--- config.mk ---
export PLATFORM = sky130hd
export DESIGN_NAME = piso_tx_sched
export DESIGN_NICKNAME = d
export VERILOG_FILES = /design/src/rtl/piso_tx_pkg.sv /design/src/rtl/rr_arbiter.sv /design/src/rtl/piso_tx_sched.sv
export SDC_FILE = /design/constraint.sdc
export NUM_CORES = 1
export LEC_CHECK = 0
export ABC_AREA = 0
export CORE_MARGIN = 1
export CORE_UTILIZATION = 54
export CTS_CLUSTER_DIAMETER = 60
export DETAILED_ROUTE_END_ITERATION = 8
export HOLD_SLACK_MARGIN = 0.05
export PLACE_DENSITY = 0.81
export RECOVER_POWER = 25
export SLEW_MARGIN = 20
export SYNTH_ARGS = -nofsm -noshare
export SYNTH_HDL_FRONTEND = slang
export SYNTH_SLANG_ARGS = --single-unit
--- constraint.sdc ---
create_clock -name clk -period 5.6 [get_ports clk]
set_input_delay 1.12 -clock clk [delete_from_list [all_inputs] [get_ports clk]]
set_output_delay 1.12 -clock clk [all_outputs]
set_load 0.01 [all_outputs]
--- src/rtl/piso_tx_pkg.sv ---
// Shared types and line-level constants for the PISO transmit scheduler.
package piso_tx_pkg;

  typedef enum logic [2:0] {
    IDLE   = 3'd0,
    START  = 3'd1,
    SHIFT  = 3'd2,
    PARITY = 3'd3,
    STOP   = 3'd4
  } state_e;

  localparam logic SDO_IDLE  = 1'b1;
  localparam logic START_BIT = 1'b0;
  localparam logic STOP_BIT  = 1'b1;

endpackage

--- src/rtl/rr_arbiter.sv ---
// Combinational round-robin pick: first asserted request at or above ptr_i, wrapping.
// Zero latency; requesters wait by holding req until their grant appears.
module rr_arbiter #(
  parameter  int NREQ = 4,
  localparam int IW   = $clog2(NREQ)
) (
  input  logic [NREQ-1:0] req_i,
  input  logic [IW-1:0]   ptr_i,
  output logic [NREQ-1:0] gnt_o,
  output logic [IW-1:0]   idx_o,
  output logic            any_o
);

  logic [IW:0] pos;

  always_comb begin
    gnt_o = '0;
    idx_o = '0;
    any_o = 1'b0;
    pos   = '0;
    for (int i = 0; i < NREQ; i++) begin
      pos = {1'b0, ptr_i} + (IW+1)'(i);
      if (pos >= (IW+1)'(NREQ)) pos = pos - (IW+1)'(NREQ);
      if (!any_o && req_i[pos[IW-1:0]]) begin
        any_o               = 1'b1;
        idx_o               = pos[IW-1:0];
        gnt_o[pos[IW-1:0]]  = 1'b1;
      end
    end
  end

endmodule

--- src/rtl/piso_tx_sched.sv ---
// Round-robin shared PISO: ack/start bit one cycle after req is seen, frame W+2 (W+3 with
// PISO_TX_PARITY_EN), back-to-back grants; requesters hold req until ack.
module piso_tx_sched
  import piso_tx_pkg::*;
#(
  parameter  int NREQ = 4,
  parameter  int W    = 4,
  localparam int IW   = $clog2(NREQ),
  localparam int CW   = (W > 1) ? $clog2(W) : 1
) (
  input  logic              clk,
  input  logic              rst_n,
  input  logic [NREQ-1:0]   req,
  input  logic [NREQ*W-1:0] data,
  output logic [NREQ-1:0]   ack,
  output logic              sdo,
  output logic              busy,
  output logic [IW-1:0]     gnt_id,
  output logic              done
);

  state_e          state_q, state_d;
  logic [W-1:0]    shreg_q, shreg_d;
  logic [CW-1:0]   cnt_q, cnt_d;
  logic [IW-1:0]   ptr_q, ptr_d;
  logic [IW-1:0]   gnt_q, gnt_d;
  logic [NREQ-1:0] ack_q, ack_d;
  logic            sdo_q, sdo_d;
  logic            busy_q, busy_d;
  logic            done_q, done_d;
`ifdef PISO_TX_PARITY_EN
  logic            par_q, par_d;
`endif

  logic [NREQ-1:0] arb_gnt;
  logic [IW-1:0]   arb_idx;
  logic            arb_any;
  logic [W-1:0]    win_word;
  logic            grant;

  rr_arbiter #(.NREQ(NREQ)) u_arb (
    .req_i (req),
    .ptr_i (ptr_q),
    .gnt_o (arb_gnt),
    .idx_o (arb_idx),
    .any_o (arb_any)
  );

  assign win_word = data[int'(arb_idx)*W +: W];

  // Outputs are computed for the state being entered, so every output is a flop.
  always_comb begin
    state_d = state_q;
    shreg_d = shreg_q;
    cnt_d   = cnt_q;
    ptr_d   = ptr_q;
    gnt_d   = gnt_q;
    ack_d   = '0;
    sdo_d   = SDO_IDLE;
    busy_d  = 1'b0;
    done_d  = 1'b0;
    grant   = 1'b0;
`ifdef PISO_TX_PARITY_EN
    par_d   = par_q;
`endif
    case (state_q)
      IDLE: grant = arb_any;
      START: begin
        state_d = SHIFT;
        sdo_d   = shreg_q[0];
        busy_d  = 1'b1;
      end
      SHIFT: begin
        shreg_d = shreg_q >> 1;
        cnt_d   = cnt_q + 1'b1;
        busy_d  = 1'b1;
        if (cnt_q == CW'(W-1)) begin
`ifdef PISO_TX_PARITY_EN
          state_d = PARITY;
          sdo_d   = par_q;
`else
          state_d = STOP;
          sdo_d   = STOP_BIT;
          done_d  = 1'b1;
`endif
        end else begin
          sdo_d = shreg_d[0];
        end
      end
`ifdef PISO_TX_PARITY_EN
      PARITY: begin
        state_d = STOP;
        sdo_d   = STOP_BIT;
        busy_d  = 1'b1;
        done_d  = 1'b1;
      end
`endif
      STOP: begin
        if (arb_any) grant = 1'b1;
        else         state_d = IDLE;
      end
      default: state_d = IDLE;
    endcase

    if (grant) begin
      state_d = START;
      shreg_d = win_word;
      cnt_d   = '0;
      gnt_d   = arb_idx;
      ack_d   = arb_gnt;
      ptr_d   = (arb_idx == IW'(NREQ-1)) ? '0 : arb_idx + 1'b1;
      sdo_d   = START_BIT;
      busy_d  = 1'b1;
`ifdef PISO_TX_PARITY_EN
      par_d   = ^win_word;
`endif
    end
  end

  always_ff @(posedge clk or negedge rst_n) begin
    if (!rst_n) begin
      state_q <= IDLE;
      shreg_q <= '0;
      cnt_q   <= '0;
      ptr_q   <= '0;
      gnt_q   <= '0;
      ack_q   <= '0;
      sdo_q   <= SDO_IDLE;
      busy_q  <= 1'b0;
      done_q  <= 1'b0;
`ifdef PISO_TX_PARITY_EN
      par_q   <= 1'b0;
`endif
    end else begin
      state_q <= state_d;
      shreg_q <= shreg_d;
      cnt_q   <= cnt_d;
      ptr_q   <= ptr_d;
      gnt_q   <= gnt_d;
      ack_q   <= ack_d;
      sdo_q   <= sdo_d;
      busy_q  <= busy_d;
      done_q  <= done_d;
`ifdef PISO_TX_PARITY_EN
      par_q   <= par_d;
`endif
    end
  end

  assign ack    = ack_q;
  assign sdo    = sdo_q;
  assign busy   = busy_q;
  assign gnt_id = gnt_q;
  assign done   = done_q;

endmodule
; Word-level counts from Yosys, hierarchy flattened
; Cells that the tools add are included.
[totals]
out_inout_bits = 9
register_bits = 20
inputBits = 22
word_cells = 107
[classes]
n_reduce_logical = 14
addsub = 9
n_mux = 51
n_shift = 1
n_lt_le_gt_ge = 12
eq_ne = 8
bitwise = 3
[ops]
columns = cell, n
row1 = 4-bit two-way mux, 7
row2 = 2-bit two-way mux, 11
row3 = 1-bit two-way mux, 19
row4 = 16-bit by 5-bit variable part select with 4-bit output, 1
row5 = "2-bit by 3-bit less-than comparator with 1-bit output, second input constant", 4
row6 = 4-bit bitwise OR, 3
row7 = 3-bit one-hot mux with 4 select lines, 1
row8 = "3-bit >= comparator, second input constant", 3
row9 = 3-bit two-way mux, 3
row10 = 1-bit binary-select mux with 2-bit select, 4
row11 = 1-bit demux with 2-bit select, 4
row12 = "2-bit by 1-bit >= comparator with 1-bit output, second input constant", 4
row13 = "2-bit by 1-bit subtractor with 2-bit output, second input constant", 4
row14 = 1-bit logical AND, 7
row15 = "2-bit by 2-bit adder with 3-bit output, second input constant", 2
row16 = "3-bit inequality test, second input constant", 2
row17 = "2-bit by 1-bit adder with 2-bit output, second input constant", 2
row18 = "2-bit == test, second input constant", 2
row19 = 1-bit one-hot mux with 2 select lines, 2
row20 = "2-bit by 1-bit adder with 3-bit output, second input constant", 1
row21 = "3-bit by 1-bit == test with 1-bit output, second input constant", 1
row22 = "3-bit by 2-bit == test with 1-bit output, second input constant", 1
row23 = "3-bit == test, second input constant", 1
row24 = "2-bit by 3-bit >= comparator with 1-bit output, second input constant", 1
row25 = 6 further kinds, 8

; Longest topological paths before layout
[logic_depth]
ltp_word = 18
mapped_depth = 9
ltp_nobuf = 8

; Hierarchy
; From an unflattened synthesis, not the netlist that was laid out.
[hier_totals]
cells_unflattened = 127
area_unflattened_um2 = 1386.3
[by_module_without_submodules]
columns = mod, instances, area_each_um2, cells_each, seq_area_each_um2
row1 = piso_tx_sched, 1, 964.7, 82, 501.7
row2 = rr_arbiter, 1, 421.7, 45, 0.0

; Least setup slack after synthesis
; No wires, ideal clock.
[synth_path]
kind = in2reg
startpoint = in req[0]
endpoint = reg shreg_q[0]
setup_slack_ns = 2.767
arrival_ns = 2.710
required_ns = 5.477
setup_time_ns = 0.123
cell_stages = 7
n_path_buf = 1
path_cell_list = buf_6 and3b_1 o211ai_4 o311ai_4 o21ai_4 mux2_1 o221a_1
[synth_via]
elab_chain_cells = 15
elab_cells_between_ends = 27
classes_between = shift (1) / mux (19) / reduce/logical (7)
[synth_rtl]
columns = item, line_no
row1 = from (decl), piso_tx_sched.sv:13  ; input logic [NREQ-1:0] req,
row2 = "parallel branches: the longest is 15 deep, another holds 1-bit binary-select mux with 2-bit select", -
row3 = to (signal assigned), piso_tx_sched.sv:136  ; shreg_q <= shreg_d;
row4 = to (decl), piso_tx_sched.sv:23  ; logic [W-1:0] shreg_q, shreg_d;
; Parallel ways; which one is timed is not known. The select of a mux whose other input is x is not followed.
; A chain may end at the register's enable or synchronous reset.

; Worst setup path after layout
[layout_path]
startpoint = in req[1]
endpoint = reg shreg_q[2]
; The elaborated chain is that of the path after synthesis.

==> impl_metrics.env <==
export IMPL_outcome="finished with violations"
export IMPL_failed_checks="DRC"
export IMPL_synth_top_family_by_area="compound AO/OA/AOI/OAI gates"
export IMPL_clock_skew_ns=0.00429
export IMPL_cts_path_max_buffers=2
export IMPL_cts_resized_gates=0
export IMPL_timing_rr_end="shreg_q[1]"
export IMPL_synth_fa_ha_area_frac=0.0805
export IMPL_ys_ff_latch=20
export IMPL_max_freq_ghz=0.314
export IMPL_cts_buffers_inserted=3
export IMPL_place_detailed_hpwl_mm=2.30
export IMPL_grt_first_pass_wirelength_mm=4.89
export IMPL_drt_first_pass_iters=9
export IMPL_peakVddDrop_mv=0.348
export IMPL_ioPinCount=31
export IMPL_rr_startpoint="ptr_q[0]"
export IMPL_fp_dieW_um=52.9
export IMPL_synth_ff_type="dfrtp_1"
export IMPL_crit_path_max_incr_delay_ns=0.60
export IMPL_setup_worst_path_start_class="primary input"
export IMPL_die_height_um=52.9
export IMPL_maxSlewHeadroom=0.410
export IMPL_tightest_slew_ns=0.882
export IMPL_wl_per_cell_um=16.0
export IMPL_start_util=0.570
export IMPL_critPathKind="primary input to flip-flop"
export IMPL_synth_cell_type_count=40
export IMPL_syn2layout_area_growth_pct=24.2
export IMPL_overflow=0
export IMPL_rsz0062_at_grt="false"
export IMPL_cp_arrival_ns=3.39
export IMPL_track_usage=0.242
export IMPL_drt_iter0_drc=42
export IMPL_post_cts_buffers=0
export IMPL_startpoint="req[1]"
export IMPL_path_max_fanout=10
export IMPL_vias=1124
export IMPL_reg2regPathDepth=8
export IMPL_timing_setup_tns_ns=0
export IMPL_drv_cap=0
export IMPL_drt_total_wl_mm=3.02
export IMPL_ctsRootBufferMaster="clkbuf_4"
export IMPL_gp_congestion=0.810
export IMPL_final_cell_mix="clkdlybuf4s50_1, dfrtp_1, nor2_1, nand2_1, mux2i_1"
export IMPL_drive_gt1_frac=0.0881
export IMPL_avgSynthCellArea_um2=10.9
export IMPL_port_buffers=30
export IMPL_hold_viol=0
export IMPL_cts_sinks=20
export IMPL_path_cells="clkdlybuf4s50_1, and3b_1, o211ai_4, o311ai_4, o21ai_4, mux2_1, o221a_1"
export IMPL_cts_tree="yes"
export IMPL_setup_viol=0
export IMPL_crit_path_top_delay_cell="clkdlybuf4s50_1"
export IMPL_yosys_warnings=0
export IMPL_synth_simple_area_share=0.155
export IMPL_clkSlewWorstSetupHoldPaths_ns=0.11
export IMPL_drcViolationCount=2
export IMPL_synth_compound_area_frac=0.187
export IMPL_syn_num_nets=159
export IMPL_endpoint="shreg_q[2]"
export IMPL_cts_hold_fix_buffers=0
export IMPL_viasPerCell=5.95
export IMPL_rows=18
export IMPL_p_per_area_nw_per_um2=541
export IMPL_drv_slew=0
export IMPL_fin_crit_ns=3.19
export IMPL_synth_edf_count=0
export IMPL_antenna_cells=0
export IMPL_antenna_found_initial=0
export IMPL_hold_class="flip-flop to flip-flop"
export IMPL_clock_latency_ns=0.30
export IMPL_htree_levels=1
export IMPL_grt_pass1_vias=1104
export IMPL_netlist_area_um2=1400
export IMPL_core_um2=2450
export IMPL_syn_inst=128
export IMPL_layout_commonest_cell="clkdlybuf4s50_1"
export IMPL_ff2ff_setup_slack_ns=2.49
export IMPL_finalCritPeriodShare=0.569
export IMPL_fin_nets=191
export IMPL_power_leakage_nw=0.746
export IMPL_ant_nets=0
export IMPL_yosysSeqAreaShare=0.359
export IMPL_cp_required_ns=5.80
export IMPL_async_flop_share=1.00
export IMPL_dieArea_um2=2800
export IMPL_end_kind="flip-flop"
export IMPL_synth_area_mux_share=0.171
export IMPL_grt_max_degree=21
export IMPL_fin_util=0.707
export IMPL_synth_xor_area_frac=0.0188
==> logic make-up after synthesis <==
group	count (synthesis)
adders and majority gates	9
AOI/OAI and AO/OA	27
and+or+nand+nor	43
buffers and inverters	7
xor gates and xnor gates	3
DFF	20
muxes	19
==> registers in the layout (all words and copies together) (netlist names) <==
register	flops
shreg_q	4
ptr_q	2
state_q	3
busy	1
cnt_q	2
done	1
sdo	1
ack	4
gnt_id	2
==> layout make-up <==
type / count / area (µm²)
clock buffer: 4 / 26.3
timing repair buffer: 30 / 300
tap: 30 / 37.5
multi-input combinational: 101 / 856
inverter: 4 / 15.0
sequential: 20 / 502
fill: 190 / 718
==> cells in the mapped netlist (2+ instances only) <==
library cell,instances,area [µm²]
dfrtp_1,19,475
nor2_1,17,63.8
nand2_1,11,41.3
mux2i_1,10,100
ha_1,9,113
mux2_1,6,67.6
a221oi_1,4,35.0
a22oi_1,4,30.0
inv_1,4,15.0
nand2b_1,3,18.8
o21ai_0,3,15.0
o221a_1,3,33.8
xnor2_1,3,26.3
and2_1,2,12.5
buf_6,2,22.5
mux4_2,2,45.0
nor2b_1,2,12.5
o21a_1,2,15.0
==> worst min-delay path by stage <==
stage | start | to | depth (start not counted)
4_1_cts | state_q[2] | state_q[1] | 1
3_3_place_gp | state_q[2] | state_q[1] | 1
5_1_grt | state_q[2] | state_q[1] | 1
2_1_floorplan | state_q[2] | state_q[1] | 1
3_5_place_dp | state_q[2] | state_q[1] | 1
6_report | state_q[2] | state_q[1] | 1
==> layer usage <==
layer	up-vias	part of all wire	GRT usage
met4	0	0.014	0.101
li1	535	-	-
met5	-	0	0
met1	544	0.43	0.294
met2	40	0.49	0.416
met3	5	0.064	0.0431
==> metrics by stage <==
step	power [mW]	cell area, µm²	cells	hold slack (ns)	setup slack [ns]
2_1_floorplan	0.709	1400	128	0.444	2.77
3_3_place_gp	0.834	1710	185	0.459	2.19
3_5_place_dp	0.865	1710	185	0.472	2.08
4_1_cts	0.938	1740	189	0.489	2.42
5_1_grt	1.02	1740	189	0.502	2.29
6_report	0.939	1740	189	0.487	2.41
==> worst max-delay path: cells and delay by family <==
family	cells	cell delay, ns
buffers and inverters	1	0.60
AO/OA/AOI/OAI	4	1.05
multiplexers	1	0.38
AND/OR/NAND/NOR	1	0.24
==> power breakdown <==
part | switching, mW | leakage [nW] | internal [mW]
Combinational | 0.310 | 0.480 | 0.292
Sequential | 0.0561 | 0.250 | 0.209
Clock | 0.0436 | 0.0150 | 0.0278
Total | 0.410 | 0.746 | 0.529
Power figures use the tool's default switching activity.
